==> config.mk <==
export PLATFORM = sky130hd
export DESIGN_NAME = serial_adder
export DESIGN_NICKNAME = d
export VERILOG_FILES = /design/src/rtl/serial_adder.sv
export SDC_FILE = /design/constraint.sdc
export NUM_CORES = 1
export LEC_CHECK = 0
export BUFFER_PORTS_ARGS = -buffer_cell sky130_fd_sc_hd__buf_2
export CAP_MARGIN = 40
export CORE_MARGIN = 2
export CORE_UTILIZATION = 30
export DETAILED_ROUTE_END_ITERATION = 6
export GPL_ROUTABILITY_DRIVEN = 0
export GPL_TIMING_DRIVEN = 0
export SYNTH_ARGS = -nofsm -noshare
export SYNTH_HDL_FRONTEND = slang
export SYNTH_SLANG_ARGS = --single-unit
export TNS_END_PERCENT = 30
==> constraint.sdc <==
create_clock -name i_clk -period 1.25 [get_ports i_clk]
set_input_delay 0.0625 -clock i_clk [delete_from_list [all_inputs] [get_ports i_clk]]
set_output_delay 0.0625 -clock i_clk [all_outputs]
set_load 0.01 [all_outputs]
==> src/rtl/serial_adder.sv <==
// Bit-serial adder: one full-adder cell and a carry flop produce {o_co, o_sum} = i_a + i_b + i_ci
// over WIDTH RUN cycles, bracketed by a start/busy/done handshake.
module serial_adder #(
  parameter int unsigned WIDTH = 8
) (
  input  logic             i_clk,
  input  logic             i_rst,
  input  logic             i_start,
  input  logic [WIDTH-1:0] i_a,
  input  logic [WIDTH-1:0] i_b,
  input  logic             i_ci,
  output logic             o_busy,
  output logic             o_done,
  output logic [WIDTH-1:0] o_sum,
  output logic             o_co
);

  localparam int unsigned CntW = (WIDTH > 1) ? $clog2(WIDTH) : 1;
  localparam logic [CntW-1:0] LastCnt = CntW'(WIDTH - 1);

  typedef enum logic [1:0] {
    StIdle,
    StRun,
    StDone
  } state_e;

  state_e           r_state;
  logic [WIDTH-1:0] r_shift_a;
  logic [WIDTH-1:0] r_shift_b;
  logic             r_carry;
  logic [CntW-1:0]  r_count;
  logic [WIDTH-1:0] r_sum;
  logic             r_co;

  state_e           w_state_d;
  logic [WIDTH-1:0] w_shift_a_d;
  logic [WIDTH-1:0] w_shift_b_d;
  logic             w_carry_d;
  logic [CntW-1:0]  w_count_d;
  logic [WIDTH-1:0] w_sum_d;
  logic             w_co_d;

  logic             w_fa_s;
  logic             w_fa_c;
  logic [WIDTH:0]   w_sum_cat;

  // Single full-adder cell shared by every bit position.
  assign w_fa_s = r_shift_a[0] ^ r_shift_b[0] ^ r_carry;
  assign w_fa_c = (r_shift_a[0] & r_shift_b[0]) | (r_carry & (r_shift_a[0] ^ r_shift_b[0]));

  // New bit enters at the MSB; after WIDTH shifts the LSB sum bit lands at position 0.
  assign w_sum_cat = {w_fa_s, r_sum};

  always_comb begin
    w_state_d   = r_state;
    w_shift_a_d = r_shift_a;
    w_shift_b_d = r_shift_b;
    w_carry_d   = r_carry;
    w_count_d   = r_count;
    w_sum_d     = r_sum;
    w_co_d      = r_co;
    case (r_state)
      StIdle: begin
        if (i_start) begin
          w_shift_a_d = i_a;
          w_shift_b_d = i_b;
          w_carry_d   = i_ci;
          w_count_d   = '0;
          w_sum_d     = '0;
          w_co_d      = 1'b0;
          w_state_d   = StRun;
        end
      end
      StRun: begin
        w_shift_a_d = r_shift_a >> 1;
        w_shift_b_d = r_shift_b >> 1;
        w_sum_d     = w_sum_cat[WIDTH:1];
        w_carry_d   = w_fa_c;
        w_count_d   = r_count + CntW'(1);
        if (r_count == LastCnt) begin
          w_co_d    = w_fa_c;
          w_state_d = StDone;
        end
      end
      StDone: begin
        w_state_d = StIdle;
      end
      default: begin
        w_state_d = StIdle;
      end
    endcase
  end

  always_ff @(posedge i_clk or posedge i_rst) begin
    if (i_rst) begin
      r_state   <= StIdle;
      r_shift_a <= '0;
      r_shift_b <= '0;
      r_carry   <= 1'b0;
      r_count   <= '0;
      r_sum     <= '0;
      r_co      <= 1'b0;
    end else begin
      r_state   <= w_state_d;
      r_shift_a <= w_shift_a_d;
      r_shift_b <= w_shift_b_d;
      r_carry   <= w_carry_d;
      r_count   <= w_count_d;
      r_sum     <= w_sum_d;
      r_co      <= w_co_d;
    end
  end

  assign o_busy = (r_state == StRun);
  assign o_done = (r_state == StDone);
  assign o_sum  = r_sum;
  assign o_co   = r_co;

endmodule
==> impl_metrics.ini, run 1 <==
[final_layout]
multi_input_area_um2 = 748.2
antenna_cells = 0
stdcell_area_um2 = 2171
nNetsFinal = 199
mostFrequentLayoutCells = dfrtp_1, buf_2, buf_4, inv_1, a22o_1
register_area_um2 = 775.7
syn2layout_area_growth_pct = 48.54
layout_commonest_cell = dfrtp_1
final_core_util_pct = 45.96
num-fill-cells = 446
drive_above_1_share_pct = 50.85

[sta]
relSlewSlack_pct = 55.06
rsz0062_at_grt = yes
worst_slack_ns = -0.03750
max_freq_mhz = 776.7
clock_skew_ns = 0.005718
min_period_ns = 1.288
setup_viol = 13
period_share_pct = 103.0
slew_violations = 0
worstMarginPinSlew_ns = 0.6734
hold_violations = 0

[global_routing]
antenna_found_initial = 0
grt_pass1_vias = 1239
track_usage_pct = 14.65
overflow = 0
grt_pass1_wl_mm = 6.044
grt_max_degree = 17

[worst_setup_path]
crit_chain = buf_6, o21bai_4, buf_6, a221o_1
max_stage_delay_ns = 0.38
cp-start-kind = flop
cp_common_cell = buf_6
worstPathArrival_ns = 1.45
endpoint_kind = flop
critPathBufInv = 2
slowest_stage = dfrtp_1
critical_path.max_fanout = 10
critPathTopFamily = compound AO/OA/AOI/OAI gates
worstSetupPathType = reg -> reg
worstPathRequired_ns = 1.41

[drt]
drt-pass1-iter-count = 4
drc = 0
routedWlPerCell_um = 14.70
vias_per_cell = 4.959
drt-initial-drc-count = 16
num_vias = 1210
wirelength_mm = 3.586
antenna_left = 0

[yosys]
yosysSeqAreaShare_pct = 53.08
netlist_area_um2 = 1461
ys_types = 22
yosysWarnings = 0
synth_nets = 146
synthCells = 123
yosys_register_bits = 31
synth.avg_cell_area_um2 = 11.88

[status]
violations = negative setup slack
status = finished with violations

[clocking]
cts.path.max_buffers = 2
htree_levels = 2
clk_root_buffer_cell = clkbuf_8
cts_tree = done
clock_latency_ns = 0.28
path_clk_slew_ns = 0.06
clock_sinks = 31
cts-buffers-inserted = 5

[worst_hold_path]
min_path_type = in -> reg

[power]
p_leak_nw = 1.012
finalPower_mw = 4.927
power.density_nw_per_um2 = 2270
peakVddDrop_v = 0.0008512

[die]
start_util_pct = 30.94
die_w_um = 73.80
die_h_um = 73.80
ioPinCount = 31
dieArea_um2 = 5446
rows = 25
core_um2 = 4723

[placed_design]
hpwl_mm = 2.381
placement.io_buffers = 30
post_dp_cell_area_um2 = 1725

[flow_run]
max_cap_viol_count = 0
## worst paths after layout
kind                       cells past startpoint        from      endpoint  slack, ns
max reg2reg                                    4  r_state[1]          o_co      -0.04
min                                            2      i_a[7]  r_shift_a[7]      0.005
min reg2reg                                    1    o_sum[0]      o_sum[0]       0.50
max                                            4  r_state[1]          o_co      -0.04
max in group asynchronous                      4       i_rst    r_count[1]       0.31
min in group asynchronous                      3       i_rst  r_shift_b[6]       0.43
## where the power goes
part           switching, mW  leakage [nW]  total (mW)  internal, mW
logic                   1.22         0.592        2.51          1.29
clock network          0.355        0.0422       0.745         0.390
registers              0.224         0.377        1.68          1.45
## synth_stat cells
| master | n | area share, % |
|---|---|---|
| nor2_1 | 6 | 1.5 |
| a21oi_1 | 1 | 0.34 |
| ha_1 | 2 | 1.7 |
| a22o_1 | 12 | 7.2 |
| nor2b_4 | 1 | 0.94 |
| dfrtp_1 | 31 | 53 |
| a221oi_1 | 15 | 9.0 |
| buf_4 | 1 | 0.51 |
| and3b_1 | 1 | 0.60 |
| o21bai_4 | 1 | 1.3 |
| fa_1 | 1 | 1.4 |
| inv_1 | 17 | 4.4 |
| nor2b_1 | 2 | 0.86 |
| buf_2 | 7 | 2.4 |
| buf_6 | 3 | 2.3 |
| nand2b_1 | 2 | 0.86 |
| a221o_1 | 1 | 0.68 |
| and2_1 | 1 | 0.43 |
| clkbuf_1 | 1 | 0.26 |
| nor3b_1 | 1 | 0.51 |
| mux2_2 | 1 | 0.77 |
| nor4b_1 | 15 | 9.0 |
## per-stage QoR
step           hold WS [ns]  setup WS [ns]  setup TNS (ns)  cells
6_report           0.005395       -0.03750         -0.1646    244
5_1_grt            0.001080       -0.07091         -0.9444    244
4_1_cts            0.002199       -0.04446         -0.2102    242
3_5_place_dp         0.1995       -0.08440         -0.4154    221
3_3_place_gp         0.2843       -0.06396         -0.2068    220
2_1_floorplan        0.1660       0.008180               0    123
## kinds of logic (layout without fill, tap and decap cells)
| logic type | Yosys count | after routing | synth area share [%] |
|---|---|---|---|
| flip-flops | 31 | 31 | 53.08 |
| AND/OR/NAND/NOR | 29 | 29 | 14.73 |
| multiplexers | 1 | 1 | 0.7705 |
| adder cells (fa/ha/maj) | 3 | 3 | 3.082 |
| buffers and inverters | 29 | 83 | 9.845 |
| AO/OA/AOI/OAI | 30 | 30 | 18.49 |
## sequential cells by signal (all words and copies together), names as in the netlist
| name | cells |
|---|---|
| o_co | 1 |
| o_sum | 8 |
| r_carry | 1 |
| r_count | 3 |
| r_shift_a | 8 |
| r_shift_b | 8 |
| r_state | 2 |
## layout make-up
type,instances,area share (%)
Buffer,12,5.072
Clock buffer,7,3.516
Inverter,17,2.939
Clock inverter,1,0.2305
Sequential cell,31,35.73
Timing Repair Buffer,46,14.18
Tap cell,67,3.862
Multi-Input combinational cell,63,34.47
## layer usage
layer  vias up  global-route usage, %  part of all wire (%)
li1        559                      -                     -
met1       618                  18.72                    44
met2        30                  24.31                    51
met3         3                  3.841                   4.6
met4         0                  4.242                  0.61
met5         -                      0                     0
## repair_timing
action	4_1_cts	5_1_grt
setup endpoints to repair	25	30
pin swaps	1	0
hold buffers	2	0
setup buffers	11	2
endpoints found under the hold margin	16	0
resized for setup	18	31
(Power assumes the default switching activity.)
==> inputs of run 2 (changes only) <==
--- a/config.mk
+++ b/config.mk
@@ -9,6 +9,7 @@
 export CAP_MARGIN = 40
 export CORE_MARGIN = 2
 export CORE_UTILIZATION = 30
+export CTS_BUF_LIST = sky130_fd_sc_hd__clkbuf_8
 export DETAILED_ROUTE_END_ITERATION = 6
 export GPL_ROUTABILITY_DRIVEN = 0
 export GPL_TIMING_DRIVEN = 0
==> run 2 against run 1 <==
  * Clock-buffer cell count shrank 2
  * Sequential power barely moved
  * Wire length is 1.1% lower
  * Non-clock buffer count unchanged
  * The run still ends with negative setup slack left
  * First-iteration DRC count fell by 6.3%
  * Clock power down 1%
  * Sequential share of layout area up 0.63 points
  * Die area is the same
  * Design area decreased by 1.7%
  * Highest routed layer unchanged
  * Largest cell class unchanged
  * Critical endpoint unchanged
==> impl_metrics.ini, run 2 (synthesis results as in run 1) <==
[clocking]
cts_tree = done
cts.path.max_buffers = 2
clock_sinks = 31
htree_levels = 2
clock_latency_ns = 0.28
path_clk_slew_ns = 0.06
cts-buffers-inserted = 5
clk_root_buffer_cell = clkbuf_8

[worst_setup_path]
cp-start-kind = flop
cp-startpoint = r_state[1]
r2r_slack_ns = -0.04
crit_end = o_co
worstPathRequired_ns = 1.41
reg2regPathDepth = 4
critical_path.max_fanout = 10
r2r-start = r_state[1]
worstPathArrival_ns = 1.45
worstSetupPathType = reg -> reg
worst_r2r_endpoint = o_co
endpoint_kind = flop

[drt]
routedWlPerCell_um = 14.53
drt-initial-drc-count = 15
vias_per_cell = 4.918
num_vias = 1200
drc = 0
antenna_left = 0
drt-pass1-iter-count = 4
wirelength_mm = 3.545

[placed_design]
hpwl_mm = 2.381
dp.cells = 221
post_dp_cell_area_um2 = 1725
placement.io_buffers = 30

[final_layout]
mostFrequentLayoutCells = dfrtp_1, buf_2, inv_1, buf_4, a22o_1
stdcell_area_um2 = 2133
stdcell_count = 244
nNetsFinal = 199
drive_above_1_share_pct = 49.15
num-fill-cells = 449
syn2layout_area_growth_pct = 45.98
antenna_cells = 0
layout_commonest_cell = dfrtp_1

[power]
p_leak_nw = 1.005
p_int_mw = 3.079
switching_share_pct = 36.36
finalPower_mw = 4.838
p_seq_share_pct = 34.6
peakVddDrop_v = 0.0008032
power.density_nw_per_um2 = 2268
p_switching_mw = 1.759
clockPowerShare_pct = 15.2
p_comb_share_pct = 50.2

[global_routing]
grt_pass1_wl_mm = 6.044
overflow = 0
grt_max_degree = 17
track_usage_pct = 14.65
antenna_found_initial = 0
grt_pass1_vias = 1239

[sta]
clock_skew_ns = 0.006170
max_freq_mhz = 776.9
period_share_pct = 103.0
worstMarginPinSlew_ns = 0.6801
hold_violations = 0
min_period_ns = 1.287
setup_viol = 15
hold_ws_ns = 0.005538
slew_violations = 0
rsz0062_at_grt = yes
worst_slack_ns = -0.03710
relSlewSlack_pct = 54.61

[worst_hold_path]
hold_depth = 2
min_path_type = in -> reg

[die]
core_um2 = 4723
rows = 25
dieArea_um2 = 5446
start_util_pct = 30.94
die_w_um = 73.80
ioPinCount = 31
die_h_um = 73.80

[flow_run]
max_cap_viol_count = 0

[status]
status = finished with violations
violations = negative setup slack
[run 2: worst min path at each step]
stage	slack (ns)	from	end
finish	0.006	i_a[7]	r_shift_a[7]
detailed placement	0.20	i_rst	o_sum[1]
CTS	0.002	i_a[7]	r_shift_a[7]
global route	0.0006	i_a[7]	r_shift_a[7]
global placement	0.28	i_a[7]	r_shift_a[7]
floorplan	0.17	i_rst	o_co
[run 2: timing repair]
action	CTS	global route
endpoints found under the hold margin	16	0
gates resized for setup	18	24
pin swaps	1	1
hold buffers	2	0
endpoints found under the setup margin	25	30
setup buffers	11	2
[run 2: layout make-up]
class | instances | area (um2) | share of cell area [%]
buffer | 12 | 110.1 | 5.161
clock buffer | 5 | 68.82 | 3.226
clock inverter | 3 | 12.51 | 0.5865
inverter | 17 | 63.81 | 2.991
multi-input combinational | 63 | 710.7 | 33.31
sequential | 31 | 775.7 | 36.36
tap | 67 | 83.83 | 3.930
timing repair buffer | 46 | 307.8 | 14.43
[run 2: routing by layer]
| layer | GRT usage [%] | wire (um) |
|---|---|---|
| met1 | 18.72 | 1569 |
| met2 | 24.31 | 1778 |
| met3 | 3.841 | 175 |
| met4 | 4.242 | 21 |
| met5 | 0 | 0 |
[run 2: through the flow]
stage                     setup slack (ns)  TNS (ns)  utilization [%]
after floorplan                   0.008180         0                -
after global placement            -0.06396   -0.2068            35.95
after detailed placement          -0.08440   -0.4154            36.53
after CTS                         -0.04446   -0.2080            42.23
after global routing              -0.06767    -1.004            45.17
final                             -0.03710   -0.1442            45.17
[run 2: power by group through the flow]
stage	clock [mW]	sequential, mW	combinational (mW)
6_report	0.736	1.67	2.43
3_5_place_dp	0	1.68	1.84
5_1_grt	0.802	1.72	2.67
2_1_floorplan	0	1.69	1.29
3_3_place_gp	0	1.66	1.75
4_1_cts	0.760	1.68	2.16
[run 2: worst max-delay path, stage by stage, from the launching register on]
cell	delay [ns]
dfrtp_1	0.38
buf_6	0.14
o21bai_4	0.17
buf_6	0.15
a221o_1	0.34
==> inputs of run 3 (changes only) <==
--- a/config.mk
+++ b/config.mk
@@ -6,13 +6,13 @@
 export NUM_CORES = 1
 export LEC_CHECK = 0
 export BUFFER_PORTS_ARGS = -buffer_cell sky130_fd_sc_hd__buf_2
-export CAP_MARGIN = 40
 export CORE_MARGIN = 2
 export CORE_UTILIZATION = 30
 export CTS_BUF_LIST = sky130_fd_sc_hd__clkbuf_8
 export DETAILED_ROUTE_END_ITERATION = 6
 export GPL_ROUTABILITY_DRIVEN = 0
 export GPL_TIMING_DRIVEN = 0
+export SKIP_LAST_GASP = 1
 export SYNTH_ARGS = -nofsm -noshare
 export SYNTH_HDL_FRONTEND = slang
 export SYNTH_SLANG_ARGS = --single-unit
==> run 3 against run 2 <==
  * The flow still finishes with violations (negative setup slack)
  * Global-route usage fell by 0.22 points
  * Sequential power barely moved
  * Largest cell class unchanged
  * Non-clock buffer count rose by 1
  * Critical path type unchanged
  * Largest power group unchanged
  * Critical path depth did not move
  * Combinational power barely moved
  * Clock power rose by 40%
  * Setup slack got worse by 0.0096 ns
  * Sequential share of layout area barely moved
==> impl_metrics.ini, run 3 (synthesis results as in run 1) <==
[status]
status = finished with violations
violations = negative setup slack

[worst_setup_path]
cp.depth = 4
worstPathArrival_ns = 1.47
worstPathRequired_ns = 1.42
critical_path.max_fanout = 10
critPathBufInv = 2
max_stage_delay_ns = 0.38
slowest_stage = dfrtp_1
r2r-start = r_state[1]
worstSetupPathType = reg -> reg
r2r_slack_ns = -0.05
crit_chain = buf_6, o21bai_4, buf_8, a221o_1
reg2regPathDepth = 4
worst_r2r_endpoint = o_co
cp-start-kind = flop
critPathTopFamily = compound AO/OA/AOI/OAI gates
endpoint_kind = flop

[drt]
antenna_left = 0
drt-initial-drc-count = 31
routedWlPerCell_um = 15.16
drt-pass1-iter-count = 4
wirelength_mm = 3.714
drc = 0
num_vias = 1231
vias_per_cell = 5.024

[placed_design]
hpwl_mm = 2.288
post_dp_cell_area_um2 = 1698
placement.io_buffers = 30
dp_slack_ns = -0.08912

[die]
core_um2 = 4723
rows = 25
start_util_pct = 30.94
die_w_um = 73.80
dieArea_um2 = 5446
die_h_um = 73.80
ioPinCount = 31

[final_layout]
antenna_cells = 0
layout_commonest_cell = dfrtp_1
nNetsFinal = 200
final_core_util_pct = 45.19
mostFrequentLayoutCells = dfrtp_1, buf_2, inv_1, buf_4, a22o_1
stdcell_area_um2 = 2135
syn2layout_area_growth_pct = 46.06
drive_above_1_share_pct = 46.63

[sta]
clock_skew_ns = 0.007800
setup_viol = 17
slew_violations = 0
worst_slack_ns = -0.04672
hold_ws_ns = 0.1131
relSlewSlack_pct = 78.99
hold_violations = 0
worstMarginPinSlew_ns = 0.3108
period_share_pct = 103.7
timing.setup.tns_ns = -0.3815
min_period_ns = 1.297
max_freq_mhz = 771.2
rsz0062_at_grt = yes

[clocking]
htree_levels = 2
clk_root_buffer_cell = clkbuf_8
cts_tree = done
cts.path.max_buffers = 2
cts-buffers-inserted = 5
clock_latency_ns = 0.29
path_clk_slew_ns = 0.07
clock_sinks = 31

[worst_hold_path]
worstHoldStart = i_b[0]
min_path_type = in -> reg
hold_depth = 3
whs_endpoint = r_shift_b[0]

[power]
p_leak_nw = 1.003
peakVddDrop_v = 0.0008914
power.density_nw_per_um2 = 2415

[flow_run]
max_cap_viol_count = 0

[global_routing]
overflow = 0
track_usage_pct = 14.43
antenna_found_initial = 0
grt_pass1_wl_mm = 5.837
grt_max_degree = 32
grt_pass1_vias = 1244
[run 3: worst max-delay path by stage]
stage                          to       start  slack (ns)
final                        o_co  r_state[1]       -0.05
after floorplan              o_co  r_count[0]       0.008
after global routing         o_co  r_count[0]       -0.08
after CTS                  o_busy  r_state[0]       -0.05
after global placement    r_carry  r_state[0]       -0.06
after detailed placement     o_co  r_count[0]       -0.09
[run 3: worst reg2reg max path, delay by kind of cell, from the launching register on]
family                 cells  cell delay [ns]
AO/OA/AOI/OAI              2             0.52
flip-flops                 1             0.38
buffers and inverters      2             0.29
[run 3: repair_timing]
| action | CTS | global route |
|---|---|---|
| hold endpoints to repair | 1 | 32 |
| pin swaps | 1 | 2 |
| hold buffers | 1 | 2 |
| setup endpoints to repair | 24 | 30 |
| resized for setup | 13 | 23 |
| cloned | 1 | 0 |
| buffers inserted | 10 | 2 |
[run 3: layout make-up]
cell class,count,area (um2)
Clock buffer,6,82.58
Timing Repair Buffer,47,307.8
Fill cell,450,2589
Multi-Input combinational cell,63,671.9
Tap cell,67,83.83
Clock inverter,2,35.03
Inverter,17,63.81
Buffer,12,113.9
Sequential cell,31,775.7
[run 3: where the power goes]
| group | internal [mW] | leakage (nW) | total (mW) | switching [mW] |
|---|---|---|---|---|
| clock network | 0.644 | 0.0612 | 1.03 | 0.381 |
| logic | 1.28 | 0.565 | 2.46 | 1.18 |
| registers | 1.45 | 0.377 | 1.67 | 0.219 |
[run 3: layer usage]
layer | wire length (um) | share of wire, % | global-route usage (%)
met1 | 1599 | 43 | 18.49
met2 | 1848 | 50 | 23.12
met3 | 191 | 5.1 | 3.155
met4 | 75 | 2.0 | 6.667
met5 | 0 | 0 | 0
[run 3: through the flow]
step                total power, mW  instances
floorplan                     2.978        123
global placement              3.409        220
detailed placement            3.499        220
CTS                           4.871        240
global route                  5.502        245
finish                        5.156        245
